<file path="src/rtl/apb_slv_tmo_pkg.sv">
// State encoding and register bundle for the APB slave front-end with watchdog.
package apb_slv_tmo_pkg;

    typedef enum logic [1:0] {
        State_Idle,
        State_Request,
        State_WaitResp,
        State_Resp
    } apb_slv_tmo_state_e;

    // Parameter-width fields (local address, watchdog timer) are kept in the module.
    typedef struct packed {
        apb_slv_tmo_state_e state;
        logic               req_valid;
        logic               write;
        logic [31:0]        wdata;
        logic [3:0]         wstrb;
        logic               pready;
        logic [31:0]        prdata;
        logic               pslverr;
        logic               tmo;
    } apb_slv_tmo_registers;

    localparam apb_slv_tmo_registers apb_slv_tmo_r_reset = '{
        State_Idle, 1'b0, 1'b0, 32'h0, 4'h0, 1'b0, 32'h0, 1'b0, 1'b0
    };

endpackage

</file>
<file path="src/rtl/types_amba_pkg.sv">
// Shared AMBA/APB bus types and plug-and-play descriptor definitions.
package types_amba_pkg;

    localparam logic [7:0] PNP_CFG_DEV_DESCR_BYTES = 8'h10;
    localparam logic [1:0] PNP_CFG_TYPE_SLAVE      = 2'b10;

    typedef struct packed {
        logic [31:0] addr_start;
        logic [31:0] addr_end;
    } mapinfo_type;

    typedef struct packed {
        logic [7:0]  descrsize;
        logic [1:0]  descrtype;
        logic [31:0] addr_start;
        logic [31:0] addr_end;
        logic [15:0] vid;
        logic [15:0] did;
    } dev_config_type;

    typedef struct packed {
        logic        pselx;
        logic        penable;
        logic [31:0] paddr;
        logic        pwrite;
        logic [31:0] pwdata;
        logic [3:0]  pstrb;
    } apb_in_type;

    typedef struct packed {
        logic        pready;
        logic [31:0] prdata;
        logic        pslverr;
    } apb_out_type;

endpackage

</file>
<file path="src/rtl/apb_slv_tmo.sv">
// APB3/APB4 slave front-end: turns APB accesses into a valid/ready request and
// a single-strobe response, completing hung accesses with PSLVERR via a watchdog.
module apb_slv_tmo
    import types_amba_pkg::*;
    import apb_slv_tmo_pkg::*;
#(
    parameter logic [15:0] vid        = 16'h0000,
    parameter logic [15:0] did        = 16'h0000,
    parameter int unsigned abits      = 12,
    parameter int unsigned tmo_cycles = 1024
) (
    input  logic                 i_clk,
    input  logic                 i_nrst,
    input  mapinfo_type          i_mapinfo,
    output dev_config_type       o_cfg,
    input  apb_in_type           i_apbi,
    output apb_out_type          o_apbo,
    output logic                 o_req_valid,
    input  logic                 i_req_ready,
    output logic [abits-1:0]     o_req_addr,
    output logic                 o_req_write,
    output logic [31:0]          o_req_wdata,
    output logic [3:0]           o_req_wstrb,
    input  logic                 i_resp_valid,
    input  logic [31:0]          i_resp_rdata,
    input  logic                 i_resp_err,
    output logic                 o_tmo
);

    localparam int unsigned    TW     = (tmo_cycles == 0) ? 1 : $clog2(tmo_cycles + 1);
    localparam bit             TMO_EN = (tmo_cycles != 0);
    localparam logic [TW-1:0]  TLAST  = TW'((tmo_cycles == 0) ? 0 : tmo_cycles - 1);
    localparam logic [TW-1:0]  TMAX   = '1;

    apb_slv_tmo_registers r_q, r_d;
    logic [abits-1:0]     addr_q, addr_d;
    logic [TW-1:0]        timer_q, timer_d;
    logic                 busy;
    logic                 resp_take;
    logic                 expire;

    assign busy = (r_q.state == State_Request) || (r_q.state == State_WaitResp);

    // In Request a response only counts when it coincides with acceptance.
    assign resp_take = ((r_q.state == State_WaitResp) && i_resp_valid) ||
                       ((r_q.state == State_Request) && i_req_ready && i_resp_valid);

    assign expire = TMO_EN && busy && (timer_q == TLAST) && !resp_take;

    always_comb begin
        r_d     = r_q;
        addr_d  = addr_q;
        timer_d = timer_q;
        r_d.tmo = 1'b0;

        unique case (r_q.state)
            State_Idle: begin
                r_d.pready  = 1'b0;
                r_d.pslverr = 1'b0;
                if (i_apbi.pselx) begin
                    r_d.state     = State_Request;
                    r_d.req_valid = 1'b1;
                    addr_d        = abits'(i_apbi.paddr - i_mapinfo.addr_start);
                    r_d.write     = i_apbi.pwrite;
                    r_d.wdata     = i_apbi.pwdata;
                    r_d.wstrb     = i_apbi.pwrite ? i_apbi.pstrb : 4'hF;
                    timer_d       = '0;
                end
            end
            State_Request, State_WaitResp: begin
                timer_d = (timer_q == TMAX) ? timer_q : timer_q + TW'(1);
                if (resp_take) begin
                    r_d.state     = State_Resp;
                    r_d.req_valid = 1'b0;
                    r_d.pready    = 1'b1;
                    r_d.prdata    = i_resp_rdata;
                    r_d.pslverr   = i_resp_err;
                end else if (expire) begin
                    r_d.state     = State_Resp;
                    r_d.req_valid = 1'b0;
                    r_d.pready    = 1'b1;
                    r_d.prdata    = 32'h0;
                    r_d.pslverr   = 1'b1;
                    r_d.tmo       = 1'b1;
                end else if ((r_q.state == State_Request) && i_req_ready) begin
                    r_d.state     = State_WaitResp;
                    r_d.req_valid = 1'b0;
                end
            end
            State_Resp: begin
                // A master that has already dropped PSELx gets its response discarded.
                if (i_apbi.penable || !i_apbi.pselx) begin
                    r_d.state   = State_Idle;
                    r_d.pready  = 1'b0;
                    r_d.pslverr = 1'b0;
                end
            end
            default: r_d.state = State_Idle;
        endcase
    end

    always_ff @(posedge i_clk or negedge i_nrst) begin
        if (!i_nrst) begin
            r_q     <= apb_slv_tmo_r_reset;
            addr_q  <= '0;
            timer_q <= '0;
        end else begin
            r_q     <= r_d;
            addr_q  <= addr_d;
            timer_q <= timer_d;
        end
    end

    assign o_cfg.descrsize  = PNP_CFG_DEV_DESCR_BYTES;
    assign o_cfg.descrtype  = PNP_CFG_TYPE_SLAVE;
    assign o_cfg.addr_start = i_mapinfo.addr_start;
    assign o_cfg.addr_end   = i_mapinfo.addr_end;
    assign o_cfg.vid        = vid;
    assign o_cfg.did        = did;

    assign o_apbo.pready  = r_q.pready;
    assign o_apbo.prdata  = r_q.prdata;
    assign o_apbo.pslverr = r_q.pslverr;

    assign o_req_valid = r_q.req_valid;
    assign o_req_addr  = addr_q;
    assign o_req_write = r_q.write;
    assign o_req_wdata = r_q.wdata;
    assign o_req_wstrb = r_q.wstrb;
    assign o_tmo       = r_q.tmo;

endmodule
</file>
<file path="config.mk">
export PLATFORM = sky130hd
export DESIGN_NAME = apb_slv_tmo
export DESIGN_NICKNAME = d
export VERILOG_FILES = /design/src/rtl/apb_slv_tmo_pkg.sv /design/src/rtl/types_amba_pkg.sv /design/src/rtl/apb_slv_tmo.sv
export SDC_FILE = /design/constraint.sdc
export NUM_CORES = 1
export LEC_CHECK = 0
export BUFFER_PORTS_ARGS = -buffer_cell sky130_fd_sc_hd__buf_2
export CAP_MARGIN = 40
export CORE_AREA = 2 2 141 143
export CTS_BUF_LIST = sky130_fd_sc_hd__clkbuf_4 sky130_fd_sc_hd__clkbuf_8 sky130_fd_sc_hd__clkbuf_16
export DETAILED_ROUTE_END_ITERATION = 10
export DIE_AREA = 0 0 143 145
export PLACE_DENSITY = 0.68
export SLEW_MARGIN = 20
export SYNTH_ARGS = -nofsm -noshare
export SYNTH_HDL_FRONTEND = slang
export SYNTH_SLANG_ARGS = --single-unit
</file>
<file path="constraint.sdc">
create_clock -name i_clk -period 1.7 [get_ports i_clk]
set_input_delay 0.34 -clock i_clk [delete_from_list [all_inputs] [get_ports i_clk]]
set_output_delay 0.34 -clock i_clk [all_outputs]
set_load 0.005 [all_outputs]
</file>
# Word level (Yosys, flattened, before mapping)
# Index checks and enable logic that the tools add are counted.
[word_totals]
input_bits = 172
ram_bits = 0
reg_bits = 98
rom_bits = 0
mem_count = 0
output_inout_bits = 191
latch_bits = 0
[op_classes]
n_div = 0
n_reduce_logical = 20
bitwise_logic = 0
addsub = 2
n_lt_le_gt_ge = 0
mux = 18
mul = 0
n_eq_ne = 10
n_shift = 0
[op_table]
columns = ["cell", "count"]
rows = [
  ["40-bit two-way mux", 1],
  ["35-bit two-way mux", 1],
  ["34-bit two-way mux", 1],
  ["11-bit two-way mux", 2],
  ["11-bit one-hot mux with 2 select lines", 1],
  ["12-bit subtractor", 1],
  ["11-bit by 1-bit adder with 11-bit output, second input constant", 1],
  ["11-bit by 10-bit == test with 1-bit output, second input constant", 1],
  ["11-bit == test, second input constant", 1],
  ["3-bit two-way mux", 3],
  ["3-bit AND reduction", 3],
  ["2-bit != test, second input constant", 3],
  ["1-bit one-hot mux with 3 select lines", 2],
  ["2-bit one-hot mux with 3 select lines", 1],
  ["2-bit AND reduction", 3],
  ["1-bit logical AND", 5],
  ["2-bit == test, second input constant", 2],
  ["4-bit two-way mux", 1],
  ["4-bit != test, second input constant", 1],
  ["2-bit nonzero test", 2],
  ["1-bit logical OR", 3],
  ["1-bit two-way mux", 3],
  ["3-bit != test, second input constant", 1],
  ["2-bit by 1-bit == test with 1-bit output, second input constant", 1],
  ["other kinds (5)", 6],
]

# Logic depth before layout (Yosys ltp)
[depth]
depth_word = 9
ltp_mapped = 8
depth_no_buf = 8

# Worst setup path after synthesis
# OpenSTA, ideal clock, no wires.
[synth_path]
kind = "in2reg"
from = "input port i_apbi[37] (netlist bit)"
to = "register addr_q[10], in the netlist o_req_addr[10]"
path_stages = 8
t_required_ns = 1.613
setup_slack_ns = -0.185
t_arrival_ns = 1.798
cell_sequence = "inv_1 -> ha_1 -> fa_1 -> nand2b_1 -> a21oi_1 -> o2111ai_1 -> a211o_1 -> o211ai_1"
[synth_via]
elab_chain_cells = 1
[synth_rtl]
columns = ["element", "line_no", "rtl"]
rows = [
  ["start: declaration", "apb_slv_tmo.sv:16", "input apb_in_type i_apbi,"],
  ["12-bit subtractor", "apb_slv_tmo.sv:63", "addr_d = abits'(i_apbi.paddr - i_mapinfo.addr_start);"],
  ["end signal: assignment", "apb_slv_tmo.sv:109", "addr_q <= addr_d;"],
  ["end: declaration", "apb_slv_tmo.sv:36", "logic [abits-1:0] addr_q, addr_d;"],
]
# Every way passes these cells.
# A chain may end at the register's enable or synchronous reset.

# Worst setup path in the final report
[layout_path]
from = "register r_q[74] (netlist bit)"
to = "register r_q[73] (netlist bit)"
[layout_via]
elab_chain_cells = 9
elab_cells_between_ends = 20
cone_classes = "eq/ne: 6; mux: 3; reduce/logical: 11"
[layout_rtl]
columns = ["element", "line_no", "rtl"]
rows = [
  ["start: declaration", "apb_slv_tmo.sv:35", "apb_slv_tmo_registers r_q, r_d;"],
  ["start signal: assignment", "apb_slv_tmo.sv:104", "r_q <= apb_slv_tmo_r_reset;"],
  ["start signal: assignment", "apb_slv_tmo.sv:108", "r_q <= r_d;"],
  ["2-bit by 1-bit == test with 1-bit output", "-", ""],
  ["1-bit logical AND", "apb_slv_tmo.sv:46, apb_slv_tmo.sv:85", ""],
  ["1-bit logical AND", "apb_slv_tmo.sv:46", "((r_q.state == State_Request) && i_req_ready && i_resp_valid);"],
  ["1-bit logical OR", "apb_slv_tmo.sv:45", "assign resp_take = ((r_q.state == State_WaitResp) && i_resp_valid) ||"],
  ["1-bit zero test", "apb_slv_tmo.sv:48", "assign expire = TMO_EN && busy && (timer_q == TLAST) && !resp_take;"],
  ["1-bit logical AND", "apb_slv_tmo.sv:48", ""],
  ["3-bit two-way mux", "apb_slv_tmo.sv:78", "end else if (expire) begin"],
  ["3-bit two-way mux", "apb_slv_tmo.sv:72", "if (resp_take) begin"],
  ["2-bit one-hot mux with 3 select lines", "apb_slv_tmo.sv:56", "unique case (r_q.state)"],
]
# Several ways; a longest one is shown, not always the timed one.

==> results.txt <==
Run status -> finished, violations left
Failing checks -> setup timing
Pwr Density -> 1590 nW/um^2
I/O Buffers -> 196
Yosys reg bits -> 98
Fmax -> 566 MHz
Gpl congestion -> 0.806
Post-synthesis cell area -> 5820 sq um
Fraction of layout cells with a size suffix above 1 -> 42.4%
Worst vdd ir -> 0.487 mV
HPWL Detailed -> 10.0 mm
Met2 WL -> 6.37 mm
Syn-to-layout area delta -> 19.7%
Synthesized instance count -> 630
Largest net degree at the start of global routing -> 50
Final Hold Fails -> 0
Fin crit period -> 1.77 ns
Reg-to-reg slack, setup -> -0.07 ns
Number of nets with antenna violations after routing -> 0
Global route overflow -> 0
Ys flop type -> dfrtp_1
Ys async rst share -> 100%
DR iter-0 viols -> 122
Routed metal-1 wire length -> 5.59 mm
Critical-path maximum fanout -> 3
CTS tree -> built
CTS Root Cell -> clkbuf_16
Initial antenna violation count -> 0
Setup crit end kind -> register
Yosys cell types -> 45
Max-cap violations -> 0
IO Pins -> 363
Clk sinks -> 98
Final WL -> 13.2 mm
Placement Setup Slack -> -0.264 ns
Die width -> 143 um
CTS clock-pin slew for the worst setup and hold paths -> 0.08 ns
Top Layer Used -> met4
Residual DRC -> 0
Initial core utilization -> 30.3%
Final number of setup-violating endpoints -> 23
Hold_sp -> i_apbi[35]
Static Leak -> 3.71 nW
Overall routing resource usage -> 12.3%
Clock skew -> 0.00737 ns
Setup ws final -> -0.0676 ns
Worst path slowest cell -> dfrtp_1
Synth warn -> 0
Layout Nets -> 940
RSZ-0062 raised after global routing -> true
Core area -> 19,200 sq um
R2R Path Start -> r_q[74]
First-pass GRT wire length -> 20.2 mm
WS Path Type -> reg2reg
Data required, critical path -> 1.93 ns
Vias -> 4,325
H-Tree Depth -> 3
Hold depth -> 3
Die H -> 145 um
Met3 WL -> 719 um
Worst skew pair latency -> 0.35 ns
Total Power Consumption -> 11.1 mW
WL per Instance -> 13.0 um
R2R Path End -> r_q[73]
Clk buf depth -> 2
Fin. max-slew vios -> 0
Critical path startpoint category -> register
Seq/Total Area, Yosys -> 42.1%
Final worst-path cycle share -> 104%
FF-to-FF path depth -> 7
Slowest stage delay, CP -> 0.39 ns
Syn Area/Cell -> 9.24 sq um
CTS Buf Count -> 9
Hold WC Path Type -> in2reg
Drt pass-1 iters -> 4
Num rows -> 51
Die ar. -> 20,700 sq um
Vias in the first global route -> 4,004
Worst path cell trace -> inv_2 > ha_4 > and2_4 > o21bai_4 > a311oi_4 > nor3_4 > mux2_4
Post-synth EDFFs -> 0
Arrival @ worst endpoint -> 2.00 ns
DR vias/cell -> 4.24
Ant diodes -> 0
WHS Endpoint -> o_req_wdata[31]
[synth_stat cells, types with 5 or more instances]
| library cell | number | share of area, % |
|---|---|---|
| inv_1 | 22 | 1.4 |
| o31ai_1 | 8 | 1.0 |
| a21oi_1 | 10 | 0.86 |
| nand2_1 | 128 | 8.2 |
| buf_4 | 177 | 23 |
| o21a_1 | 6 | 0.77 |
| nand2b_1 | 5 | 0.54 |
| nor3_1 | 6 | 0.52 |
| dfrtp_1 | 98 | 42 |
| clkbuf_1 | 15 | 0.97 |
| ha_1 | 18 | 3.9 |
| o21ai_0 | 21 | 1.8 |
| nor2_1 | 16 | 1.0 |
| a22o_1 | 32 | 4.8 |
| or3_1 | 6 | 0.64 |
| nand3_1 | 7 | 0.60 |
[kinds of logic after synthesis]
logic type	Yosys count	share of synthesized area, %
and+or+nand+nor	183	13.8
other	2	0.129
DFF	98	42.1
xor gates and xnor gates	5	0.752
muxes	2	0.365
adders and majority gates	19	4.21
AOI/OAI and AO/OA	104	13.2
buffers and inverters	217	25.5
[report_power, final]
part	switching, mW	internal, mW
Combinational	2.48	2.64
Clock	0.952	1.17
Sequential	0.529	3.34
Total	3.96	7.15
[layout by cell type, fill, tap and decap left out, types with 4 or more instances in the layout]
master and n:
nand2_1 127, ha_4 4, nand3_1 7, nor3_1 5, conb_1 42, xor2_1 4
nor2_1 15, buf_4 59, a22o_1 32, o21ai_1 5, o21ai_0 16, dfrtp_1 97
o21a_1 5, buf_12 4, buf_2 195, a21oi_1 9, inv_1 19, clkbuf_16 9
a31oi_1 4, ha_1 12, or3_1 5, o31ai_2 4
[sequential cells by signal (all words and copies together), names as in the netlist]
name / flops
o_apbo: 34
o_req_addr: 12
o_req_valid: 1
o_req_wdata: 32
o_req_write: 1
o_req_wstrb: 4
o_tmo: 1
r_q: 2
timer_q: 11
[repair_timing]
| item | 4_1_cts | 5_1_grt |
|---|---|---|
| hold endpoints to repair | 11 | 0 |
| setup buffers | 4 | 6 |
| pin swaps | 3 | 4 |
| endpoints found under the setup margin | 45 | 52 |
| resized for setup | 10 | 24 |
| cloned | 0 | 1 |
| hold buffers | 1 | 0 |
[stage by stage]
| step | cells | setup TNS [ns] | hold WS, ns | utilization (%) | instance area (sq um) |
|---|---|---|---|---|---|
| 5_1_grt | 1019 | -2.73 | 0.178 | 36.3 | 6970 |
| 3_5_place_dp | 991 | -2.30 | 0.199 | 33.5 | 6420 |
| 2_1_floorplan | 670 | -0.235 | 0.0444 | - | 6040 |
| 6_report | 1019 | -0.207 | 0.175 | 36.3 | 6970 |
| 3_3_place_gp | 991 | -2.41 | 0.200 | 33.5 | 6420 |
| 4_1_cts | 1012 | -0.253 | 0.158 | 35.5 | 6820 |
[worst max-delay path: cells and delay by family (launching register included)]
kind | cells | cell delay [ns]
flip-flops | 1 | 0.39
multiplexers | 1 | 0.30
buffers and inverters | 1 | 0.07
AND/OR/NAND/NOR | 2 | 0.21
AO/OA/AOI/OAI | 2 | 0.52
adder cells (fa/ha/maj) | 1 | 0.16
[worst max-delay path by stage]
stage / endpoint / slack [ns] / start / cells after the start
2_1_floorplan: o_req_addr[10] / -0.07 / i_apbi[37] / 8
4_1_cts: r_q[73] / -0.08 / r_q[74] / 7
5_1_grt: r_q[73] / -0.12 / r_q[74] / 7
3_3_place_gp: o_req_addr[10] / -0.24 / i_mapinfo[32] / 8
3_5_place_dp: o_req_addr[10] / -0.26 / i_mapinfo[32] / 8
6_report: r_q[73] / -0.07 / r_q[74] / 7
[layout make-up]
cell class,instances,area (sq um)
flip-flops and latches,98,2450
well taps,265,332
fillers,1952,12200
multi-input cells,356,2250
clock inverters,7,86.3
repair buffers,262,1540
inverters,22,82.6
clock buffers,9,225
[per-layer routing]
metal  up-vias  GRT usage, %
met4         0          6.73
li1       2111             -
met5         -             0
met2       138          20.1
met1      2028          15.0
met3        48          2.38
Power figures use the tool's default switching activity.
